`src/rtl/line_buffer_ctrl.sv`:
```
// line_buffer_ctrl: sequences writes into a ring of NUM_BUF line buffers and grants KERNEL_H-row column windows to the MAC datapath.
// Ports: clk/rst (sync, active-high); wr_valid/wr_ready handshake with we one-hot buffer enable and wr_addr column;
// rd_en/rd_valid handshake with oe window-buffer enables, rd_addr column and rd_row_sel (row 0 = oldest line);
// occ = completed unretired lines; frame_done pulses one cycle after the final retire of a frame.
// Optional CTRL_STALL_CNT_EN adds saturating 16-bit wr_stall_cnt / rd_stall_cnt.
module line_buffer_ctrl #(
  parameter int LINE_LEN = 8,
  parameter int KERNEL_H = 3,
  parameter int NUM_BUF = 4,
  parameter int IMG_H = 8,
  localparam int AW = $clog2(LINE_LEN),
  localparam int BW = $clog2(NUM_BUF),
  localparam int CW = $clog2(NUM_BUF + 1)
) (
  input logic clk,
  input logic rst,
  input logic wr_valid,
  output logic wr_ready,
  output logic [NUM_BUF-1:0] we,
  output logic [AW-1:0] wr_addr,
  input logic rd_en,
  output logic rd_valid,
  output logic [NUM_BUF-1:0] oe,
  output logic [AW-1:0] rd_addr,
  output logic [KERNEL_H*BW-1:0] rd_row_sel,
  output logic [CW-1:0] occ,
  output logic frame_done
`ifdef CTRL_STALL_CNT_EN
  ,
  output logic [15:0] wr_stall_cnt,
  output logic [15:0] rd_stall_cnt
`endif
);
  localparam int LW = IMG_H > 1 ? $clog2(IMG_H) : 1;
  logic [AW-1:0] wr_col, rd_col;
  logic [BW-1:0] wr_buf, rd_base;
  logic [LW-1:0] rd_line;
  logic wr_acc, rd_acc, line_done, row_end, last_row;
  logic [CW-1:0] retire;
  logic [BW-1:0] sel [KERNEL_H];
  int occ_n;
  assign wr_ready = occ < CW'(NUM_BUF);
  assign rd_valid = occ >= CW'(KERNEL_H);
  assign wr_acc = wr_valid & wr_ready;
  assign rd_acc = rd_en & rd_valid;
  assign line_done = wr_acc && wr_col == AW'(LINE_LEN - 1);
  assign row_end = rd_acc && rd_col == AW'(LINE_LEN - 1);
  assign last_row = rd_line == LW'(IMG_H - KERNEL_H);
  assign retire = row_end ? (last_row ? CW'(KERNEL_H) : CW'(1)) : '0;
  assign occ_n = int'(occ) + int'(line_done) - int'(retire);
  assign wr_addr = wr_col;
  assign rd_addr = rd_col;
  always_comb begin
    we = '0;
    we[wr_buf] = wr_acc;
  end
  always_comb begin
    oe = '0;
    rd_row_sel = '0;
    for (int r = 0; r < KERNEL_H; r++) begin
      sel[r] = BW'((int'(rd_base) + r) % NUM_BUF);
      oe[sel[r]] = rd_acc;
      rd_row_sel[r*BW +: BW] = sel[r];
    end
  end
  always_ff @(posedge clk) begin
    if (rst) begin
      wr_col <= '0;
      wr_buf <= '0;
      rd_col <= '0;
      rd_line <= '0;
      rd_base <= '0;
      occ <= '0;
      frame_done <= 1'b0;
    end else begin
      if (wr_acc) begin
        wr_col <= line_done ? '0 : wr_col + 1'b1;
        if (line_done) wr_buf <= wr_buf == BW'(NUM_BUF - 1) ? '0 : wr_buf + 1'b1;
      end
      if (rd_acc) rd_col <= row_end ? '0 : rd_col + 1'b1;
      if (row_end) begin
        rd_line <= last_row ? '0 : rd_line + 1'b1;
        rd_base <= BW'((int'(rd_base) + (last_row ? KERNEL_H : 1)) % NUM_BUF);
      end
      occ <= occ + CW'(line_done) - retire;
      frame_done <= row_end & last_row;
    end
  end
`ifdef CTRL_STALL_CNT_EN
  always_ff @(posedge clk) begin
    if (rst) begin
      wr_stall_cnt <= '0;
      rd_stall_cnt <= '0;
    end else begin
      if (wr_valid && !wr_ready && wr_stall_cnt != '1) wr_stall_cnt <= wr_stall_cnt + 1'b1;
      if (rd_en && !rd_valid && rd_stall_cnt != '1) rd_stall_cnt <= rd_stall_cnt + 1'b1;
    end
  end
`endif
  a_occ_range: assert property (@(posedge clk) disable iff (rst) occ_n >= 0 && occ_n <= NUM_BUF);
endmodule

```
`config.mk`:
```
export PLATFORM = sky130hd
export DESIGN_NAME = line_buffer_ctrl
export DESIGN_NICKNAME = d
export VERILOG_FILES = /design/src/rtl/line_buffer_ctrl.sv
export SDC_FILE = /design/constraint.sdc
export NUM_CORES = 1
export LEC_CHECK = 0
export BUFFER_PORTS_ARGS = -buffer_cell sky130_fd_sc_hd__buf_2
export CAP_MARGIN = 15
export CORE_MARGIN = 5
export CORE_UTILIZATION = 50
export CTS_CLUSTER_SIZE = 25
export DETAILED_ROUTE_END_ITERATION = 16
export PLACE_DENSITY = 0.76
export RECOVER_POWER = 100
export SYNTH_ARGS = -nofsm -noshare
export SYNTH_HDL_FRONTEND = slang
export SYNTH_SLANG_ARGS = --single-unit
```
`constraint.sdc`:
```
create_clock -name clk -period 2.77 [get_ports clk]
set_input_delay 0.831 -clock clk [delete_from_list [all_inputs] [get_ports clk]]
set_output_delay 0.831 -clock clk [all_outputs]
set_load 0.02 [all_outputs]
```
# Word-level counts from Yosys, hierarchy flattened
# Index checks and enable logic that the tools add are counted.
classes:
  bitwise: 5
  reduce_logical: 7
  add_sub_neg: 9
  n_mux: 17
  magnitude_cmp: 10
  n_eq_ne: 4
ops:
  columns: ["cell", "n"]
  rows:
  - ["$lt A2 B3 Y1 const B", 4]
  - ["$add A3 B1 Y3 const B", 3]
  - ["$eq A3 B3 Y1 const B", 3]
  - ["$mux W3", 3]
  - ["$and A4 B4 Y4", 2]
  - ["$bwmux W4", 2]
  - ["$demux W1 S2", 4]
  - ["$ge A2 B1 Y1 const B", 4]
  - ["$mux W2", 4]
  - ["$logic_and A1 B1 Y1", 6]
  - ["$add A2 B1 Y2 const B", 2]
  - ["$mux W1", 4]
  - ["$add A3 B1 Y3", 1]
  - ["$and A1 B1 Y1", 3]
  - ["$ge A3 B2 Y1 const B", 1]
  - ["$lt A3 B3 Y1 const B", 1]
  - ["$sub A3 B2 Y3", 1]
  - ["$add A2 B2 Y2", 1]
  - ["$add A2 B2 Y2 const B", 1]
  - ["$eq A2 B2 Y1 const B", 1]
  - ["$reduce_and A2 Y1", 1]
totals:
  elab_cells: 59
  regBits: 17
  out_inout_bits: 26
  in_bits: 4

# Logic depth before layout (Yosys ltp)
# Gate-level depths: netlist of run 1.
depth:
  depth_word: 7
  depth_mapped: 10
  depth_no_buf: 10

# Least setup slack after synthesis of run 1
# No wires, ideal clock.
synth_path:
  path_type: "input port to flip-flop"
  start: "input port rd_en"
  end: "register occ[2]"
  setup_slack_ns: 0.178
  t_arrival_ns: 2.464
  stages: 9
  setup_time_ns: 0.128
  required_time_ns: 2.642
  n_path_buf: 1
  path_cell_list: "buf_6 nand2_1 or3_1 ha_1 inv_1 fa_1 xnor2_1 xnor2_1 nor2_1"
synth_via:
  elab_chain_len: 4
synth_rtl:
  columns: ["element", "line_no", "source"]
  rows:
  - ["from (decl)", "21", "input logic rd_en,"]
  - ["$and A1 B1 Y1", "45", "assign rd_acc = rd_en & rd_valid;"]
  - ["$logic_and A1 B1 Y1", "47", "assign row_end = rd_acc && rd_col == AW'(LINE_LEN - 1);"]
  - ["$mux W2", "49", "assign retire = row_end ? (last_row ? CW'(KERNEL_H) : CW'(1)) : '0;"]
  - ["$sub A3 B2 Y3", "85", "occ <= occ + CW'(line_done) - retire;"]
  - ["to (signal assigned)", "85", null]
  - ["to (decl)", "26", "output logic [CW-1:0] occ,"]
# Every way passes these cells.
# A chain may end at the register's enable or synchronous reset.

# Worst setup path after layout of run 1
layout_path:
  start: "register occ[1]"
  end: "output port oe[2]"
layout_via:
  elab_chain_len: 5
layout_rtl:
  columns: ["element", "line_no", "source"]
  rows:
  - ["$ge A3 B2 Y1 *", "43", "assign rd_valid = occ >= CW'(KERNEL_H);"]
  - ["$and A1 B1 Y1 *", "45", null]
  - ["$and A4 B4 Y4 (no source line)", null, null]
  - ["$bwmux W4", "62", "oe[sel[r]] = rd_acc;"]
  - ["$bwmux W4 *", "62", null]
  - ["to (decl)", "23", "output logic [NUM_BUF-1:0] oe,"]
# Every way passes the cells marked *; elsewhere a longest branch is shown, timed or not.

==> out/metrics.cfg, run 1 <==
[cts]
cts_sinks=17
ctsResizeCount=0
cts-root-buf=clkbuf_4
cts_buffer_depth=2
cts_hold_buffers=0
cts_buffers=3
cts_tree=yes
postCtsSetupBuffers=0
clkTransAtPathRegs_ns=0.09
cts.htree.levels=1
clock_latency_ns=0.28

[worst_setup_path]
worst_setup_path_start_kind=register
rr_worst_depth=10
setup.worst_path.class=register to output port
worstReg2RegEnd=occ[2]
endpoint_kind=output port
cp.required_ns=1.94
reg2reg_slack_ns=0.26
cp_data_arrival_time_ns=1.74
r2r-start=rd_addr[0]
cp_max_fo=15

[power]
power.density_nw_per_um2=371
p_leak_nw=0.503
vdd.ir_drop.worst_uv=235

[flow_run]
maxCapViolations=0

[synthesis]
avgSynthCellArea_um2=8.76
syn_nets=139
synth.most_common_cell=dfxtp_1
ys_warn_count=0
yosysTopAreaCellShare_pct=32.4
yosysTopAreaCell=dfxtp_1
synth_seq_cells=17
synth.distinct_cells=31
ys_seq_area_share_pct=32.4
syn-cell-area_um2=1050
netlist_instances=120
synth_edf_count=0
synth_flop_cell=dfxtp_1
async_flop_share_pct=0
ys_top_cells_by_count=dfxtp_1, ha_1, a21oi_1
synthTopCellsByArea=dfxtp_1, ha_1, a21oi_1

[routing]
vias_per_cell=5.19
first_pass_iters=4
wl_per_cell_um=12.3
drtIter0Drc=12
ant_nets=0
drc=0
wl_um=2190
vias=924

[floorplan]
die_w_um=55.8
dieArea_um2=3120
start_util_pct=53.0
die_height_um=55.8
core_um2=1980
ios=30
fp-row-count=16

[cells_and_area]
antenna_cells=0
nFillCells=183
layout-drive-gt1-share_pct=9.93
areaGrowthSynthToFinish_pct=14.6
nNetsFinal=171
fin_util_pct=60.8

[sta]
fin_crit_sh_pct=92.7
rsz0062_at_grt=false
setup-tns-final_ns=0
setup_viol=0
relSlewSlack_pct=63.8
worst_slew_pin_slew_ns=0.543
clock_skew_ns=0.00172
hold_viol_final=0
drv_slew=0
max_freq_ghz=0.390
period_minus_slack_ns=2.57

[grt]
grt_pass1_vias=887
grtUsageMet3_pct=2.78
grtUsageMet2_pct=28.0
grt_usage_pct=14.3
grt_max_degree=22
grt-ovfl-total=0
grt_most_used_layer=met2
grt_pass1_wl_um=3700
gr-usage-met1_pct=15.1
antenna_found_initial=0

[placement]
hpwl_um=1730
gp_congestion=0.758
numPortBuffers=29

[hold_path]
holdPathEnd=wr_addr[2]
hold_path_class=register to register
whs_path_depth=2
hp-start=wr_addr[2]

[run_status]
status=complete, no violations

## routing by layer
metal  share of wire (%)  up-vias
li1                    -      475
met5                   0        -
met1                  43      430
met3                 4.4        2
met4                0.46        0
met2                  52       17
## stage by stage
| step | std cells | setup slack (ns) | hold slack [ns] | instance area (µm²) | power (mW) |
|---|---|---|---|---|---|
| after floorplan | 120 | 0.178 | 0.466 | 1050 | 0.311 |
| after global placement | 174 | 0.190 | 0.471 | 1210 | 0.326 |
| after detailed placement | 174 | 0.133 | 0.483 | 1210 | 0.329 |
| after CTS | 178 | 0.204 | 0.498 | 1240 | 0.456 |
| after global routing | 178 | 0.0362 | 0.529 | 1200 | 0.470 |
| final | 178 | 0.203 | 0.496 | 1200 | 0.447 |
## cell families (layout without fill, tap and decap cells)
kind of cell / count (synthesis) / after routing / share of synthesized area, %
AO/OA/AOI/OAI: 20 / 20 / 10.4
adder cells (fa/ha/maj): 15 / 15 / 18.6
buffers and inverters: 15 / 46 / 7.50
AND/OR/NAND/NOR: 47 / 47 / 25.8
multiplexers: 3 / 3 / 2.86
flip-flops: 17 / 17 / 32.4
XOR/XNOR: 3 / 3 / 2.50
## registers in the layout (all words and copies together), names as in the netlist
| signal | count |
|---|---|
| rd_base | 2 |
| frame_done | 1 |
| wr_addr | 3 |
| rd_addr | 3 |
| wr_buf | 2 |
| rd_line | 3 |
| occ | 3 |
## how the worst max path moves through the flow
stage	from	end	slack (ns)	cells past startpoint
2_1_floorplan	rd_en	occ[2]	0.18	9
3_3_place_gp	rd_en	occ[2]	0.19	9
3_5_place_dp	rd_en	occ[2]	0.13	9
4_1_cts	occ[1]	oe[2]	0.20	6
5_1_grt	occ[1]	oe[2]	0.04	6
6_report	occ[1]	oe[2]	0.20	6
## worst max-delay path: stages, from the launching register on
cell and delay, ns:
dfxtp_1 0.35, a21oi_2 0.47, inv_1 0.12, buf_4 0.18, nand2_1 0.12, nor2_1 0.06
clkbuf_2 0.15
## layout make-up
cell class              instances  area, µm²  share of cell area [%]
inverters                       9       33.8                    2.80
well taps                      27       33.8                    2.80
clock buffers                   4       26.3                    2.18
flip-flops and latches         17        340                    28.2
multi-input cells              88        632                    52.4
repair buffers                 33        139                    11.5
## layout by cell type (no fill, tap or decap), types with 4 or more instances in the layout
cell and count:
or3_1 5, inv_1 9, buf_2 5, clkbuf_2 4, nand3_1 4, a21oi_1 11, clkbuf_1 24, nor3_1 4
o21ai_0 7, ha_1 14, nand2_1 4, nor2_1 10, dfxtp_1 17
## power breakdown
| part | internal [mW] | total [mW] | switching, mW | leakage, nW |
|---|---|---|---|---|
| clock network | 0.0558 | 0.128 | 0.0725 | 0.0150 |
| logic | 0.0218 | 0.0620 | 0.0401 | 0.351 |
| registers | 0.250 | 0.257 | 0.00716 | 0.137 |
No activity file was read; power rests on OpenSTA's default activity.
==> run 2, diff against run 1 <==
Settings changed: REMOVE_ABC_BUFFERS from default to 1.
==> run 2 against run 1 <==
Effect of this change: first-iteration DRC count is 25% higher; sequential share of layout area is 0.21 points higher; wire length is 1.1% lower; clock skew is 0.0026 ns higher; clock power is 3% higher; die area stayed put; global-route usage is 0.12 points lower; hold slack worse by 0.0013 ns; maximum frequency is 1.9% lower; final area is 0.73% lower; critical path type unchanged; largest cell class unchanged; highest routed layer unchanged.
==> out/metrics.cfg, run 2 (synthesis results as in run 1) <==
[hold_path]
hold_path_class=register to register
hp-start=wr_addr[2]
whs_path_depth=2

[placement]
numPlacedInstances=173
dp_worst_setup_slack_ns=0.134
hpwl_um=1670
dpl_cell_area_um2=1210
gp_congestion=0.775
numPortBuffers=29

[run_status]
status=complete, no violations

[grt]
grt-ovfl-total=0
grt_pass1_vias=823
grt_pass1_wl_um=3590
grt_max_degree=22
grt_usage_pct=14.1
antenna_found_initial=0

[worst_setup_path]
cp.required_ns=1.94
rr_worst_depth=10
endpoint_kind=output port
cp_max_fo=15
worst_setup_path_start_kind=register
r2r-start=rd_addr[0]
crit_start=occ[1]
cp_data_arrival_time_ns=1.79
setup.worst_path.class=register to output port

[floorplan]
core_um2=1980
die_w_um=55.8
die_height_um=55.8
ios=30
start_util_pct=53.0
dieArea_um2=3120
fp-row-count=16

[sta]
setup_slack_ns=0.154
fin_crit_sh_pct=94.4
relSlewSlack_pct=65.1
drv_slew=0
clock_skew_ns=0.00435
worst_slew_pin_slew_ns=0.523
setup_viol=0
setup-tns-final_ns=0
period_minus_slack_ns=2.62
hold_viol_final=0
rsz0062_at_grt=false
max_freq_ghz=0.382

[routing]
ant_nets=0
wl_per_cell_um=12.2
vias_per_cell=5.27
drc=0
first_pass_iters=4
drtIter0Drc=15
vias=933
wl_um=2160

[cts]
postCtsSetupBuffers=0
cts_buffer_depth=2
cts_hold_buffers=0
cts_sinks=17
clock_latency_ns=0.29
clkTransAtPathRegs_ns=0.09
cts.htree.levels=1
cts_tree=yes
ctsResizeCount=0
cts_buffers=3
cts-root-buf=clkbuf_4

[power]
p_leak_nw=0.496
p_total_mw=0.451
vdd.ir_drop.worst_uv=396
power.density_nw_per_um2=377

[flow_run]
maxCapViolations=0

[cells_and_area]
stdcell_count=177
register_area_um2=340
nFillCells=194
antenna_cells=0
fin_area_um2=1200
nNetsFinal=170
final_cell_mix=clkbuf_1, dfxtp_1, ha_1
areaGrowthSynthToFinish_pct=13.8
final_common_cell=clkbuf_1
multi_input_area_um2=632
layout-drive-gt1-share_pct=8.67

run 2: cell count changes in the layout (fill, tap and decap cells not counted):
cell / previous run / this run
clkbuf_2: 4 / 2
and2_0: 2 / 1
buf_4: 1 / 0
and2_1: 2 / 3
buf_2: 5 / 6
clkbuf_1: 24 / 25
run 2: power by group:
part	internal, mW	switching, mW
Combinational	0.0219	0.0408
Sequential	0.250	0.00677
Clock	0.0560	0.0758
Total	0.327	0.123
run 2: routing by layer:
metal  GRT usage, %  wire length [µm]
met1           16.1               899
met2           25.0              1110
met3           5.57               135
met4           2.71                12
met5              0                 0
run 2: cell type report:
type	instances	share of cell area, %
multi-input cells	88	52.8
flip-flops and latches	17	28.5
repair buffers	32	10.9
inverters	9	2.82
well taps	27	2.82
clock buffers	4	2.20
run 2: path summary, 6_finish.rpt:
| check | end | slack, ns |
|---|---|---|
| max reg2reg | occ[2] | 0.25 |
| min reg2reg | wr_addr[2] | 0.50 |
| min | wr_addr[2] | 0.50 |
| max | oe[0] | 0.15 |
run 2: through the flow:
stage          util, %  hold WS [ns]
2_1_floorplan        -         0.460
3_3_place_gp      60.9         0.470
3_5_place_dp      60.9         0.487
4_1_cts           62.2         0.502
5_1_grt           60.4         0.535
6_report          60.4         0.495
run 2: worst max-delay path, cell delays in order, from the launching register on:
cell and delay [ns]:
dfxtp_1 0.35, a21oi_2 0.45, inv_1 0.25, nand2_1 0.20
nor2_1 0.07, buf_2 0.16
==> run 3, diff against run 2 <==
Settings changed: CORE_UTILIZATION 50 to 54, PLACE_DENSITY 0.76 to 0.81.
Clock period 2.77 ns to 3.2 ns, I/O delays scaled along.
==> run 3 against run 2 <==
Effect of this change: final cell count shrank 1.1%; die area shrank 6.1%; total power shrank 14%; count of clock-buffer cells in the layout is the same; first-iteration DRC count shrank 47%; clock power shrank 14%; final area shrank 1.3%; register-to-register slack gained 0.38 ns; critical path depth grew 4; critical path type is now primary input to register; critical endpoint is now occ[2].
==> out/metrics.cfg, run 3 (synthesis results as in run 1) <==
[placement]
numPortBuffers=29
gp_congestion=0.812
dpl_cell_area_um2=1190
hpwl_um=1540

[cells_and_area]
nFillCells=184
final_common_cell=clkbuf_1
nNetsFinal=168
final_cell_mix=clkbuf_1, dfxtp_1, ha_1
layout-drive-gt1-share_pct=4.73
fin_area_um2=1180
areaGrowthSynthToFinish_pct=12.4
antenna_cells=0

[power]
p_leak_nw=0.472
power.density_nw_per_um2=328
combPwrFrac_pct=13.7
switching_share_pct=27.0
power.switching_mw=0.104
intPower_mw=0.283
vdd.ir_drop.worst_uv=263
clkPwrFrac_pct=29.0
seqPwrFrac_pct=57.3

[hold_path]
hold_path_class=register to register

[sta]
relSlewSlack_pct=66.8
rsz0062_at_grt=false
clock_skew_ns=0.00712
hold_viol_final=0
max_freq_ghz=0.364
worst_slew_pin_slew_ns=0.497
fin_crit_sh_pct=85.9
setup_viol=0
setup-tns-final_ns=0
period_minus_slack_ns=2.75
drv_slew=0

[grt]
grt-ovfl-total=0
grt_pass1_vias=808
grt_pass1_wl_um=3170
grt_max_degree=22
antenna_found_initial=0
grt_usage_pct=14.6

[floorplan]
start_util_pct=55.3
ios=30
core_um2=1900
die_w_um=54.1
dieArea_um2=2930
die_height_um=54.1
fp-row-count=16

[run_status]
status=complete, no violations

[cts]
cts_hold_buffers=0
cts-root-buf=clkbuf_4
cts_sinks=17
ctsResizeCount=0
clock_latency_ns=0.29
cts_tree=yes
cts_buffers=3
cts.htree.levels=1
cts_buffer_depth=2
postCtsSetupBuffers=0
clkTransAtPathRegs_ns=0.10

[worst_setup_path]
setup.worst_path.class=primary input to register
cp_max_fo=8
endpoint_kind=register
cp.required_ns=3.37
cp_data_arrival_time_ns=2.92
worst_setup_path_start_kind=primary input

[routing]
ant_nets=0
wl_um=1960
vias=904
drtIter0Drc=8
drc=0
first_pass_iters=4
vias_per_cell=5.17
wl_per_cell_um=11.2

[flow_run]
maxCapViolations=0

-- run 3: cell count changes in the layout (fill, tap and decap cells not counted) --
cell	before	now
buf_2	6	2
and2_0	1	0
and2_1	3	4
clkbuf_1	25	29
clkbuf_2	2	0
-- run 3: final timing paths --
check / from / endpoint / slack (ns) / cells after the start
max: rd_en / occ[2] / 0.45 / 9
min: wr_addr[2] / wr_addr[2] / 0.50 / 2
max reg2reg: rd_addr[0] / occ[2] / 0.63 / 10
min reg2reg: wr_addr[2] / wr_addr[2] / 0.50 / 2
-- run 3: per-layer routing --
metal | vias to the layer above | wire length (µm) | track usage (%)
met5 | - | 0 | 0
met4 | 0 | 17 | 4.56
li1 | 474 | - | -
met2 | 15 | 929 | 26.6
met1 | 413 | 925 | 16.6
met3 | 2 | 91 | 3.32
-- run 3: critical path, stage by stage --
cell and delay [ns]:
clkbuf_1 0.25, nand2_1 0.19, or3_1 0.40, ha_1 0.29, inv_1 0.05, fa_1 0.43, xnor2_1 0.17, xnor2_1 0.13
nor2_1 0.05
-- run 3: layout make-up --
type	instances	area, µm²	area share, %
Sequential cell	17	340	28.8
Tap cell	27	33.8	2.86
Clock buffer	4	26.3	2.22
Multi-Input combinational cell	88	632	53.5
Timing Repair Buffer	30	115	9.75
Inverter	9	33.8	2.86
-- run 3: stage by stage --
step | worst slack [ns] | utilization, % | power (mW) | cells | hold WS, ns
after floorplan | 0.583 | - | 0.263 | 114 | 0.460
after global placement | 0.357 | 62.7 | 0.281 | 171 | 0.470
after detailed placement | 0.295 | 62.7 | 0.283 | 171 | 0.482
after CTS | 0.510 | 64.1 | 0.395 | 175 | 0.497
after global routing | 0.334 | 62.1 | 0.407 | 175 | 0.529
final | 0.452 | 62.1 | 0.387 | 175 | 0.499
-- run 3: power groups by stage --
stage	logic (mW)	clock network [mW]	registers (mW)
3_5_place_dp	0.0561	0	0.227
4_1_cts	0.0564	0.117	0.222
2_1_floorplan	0.0313	0	0.231
5_1_grt	0.0589	0.124	0.224
3_3_place_gp	0.0547	0	0.226
6_report	0.0529	0.113	0.222
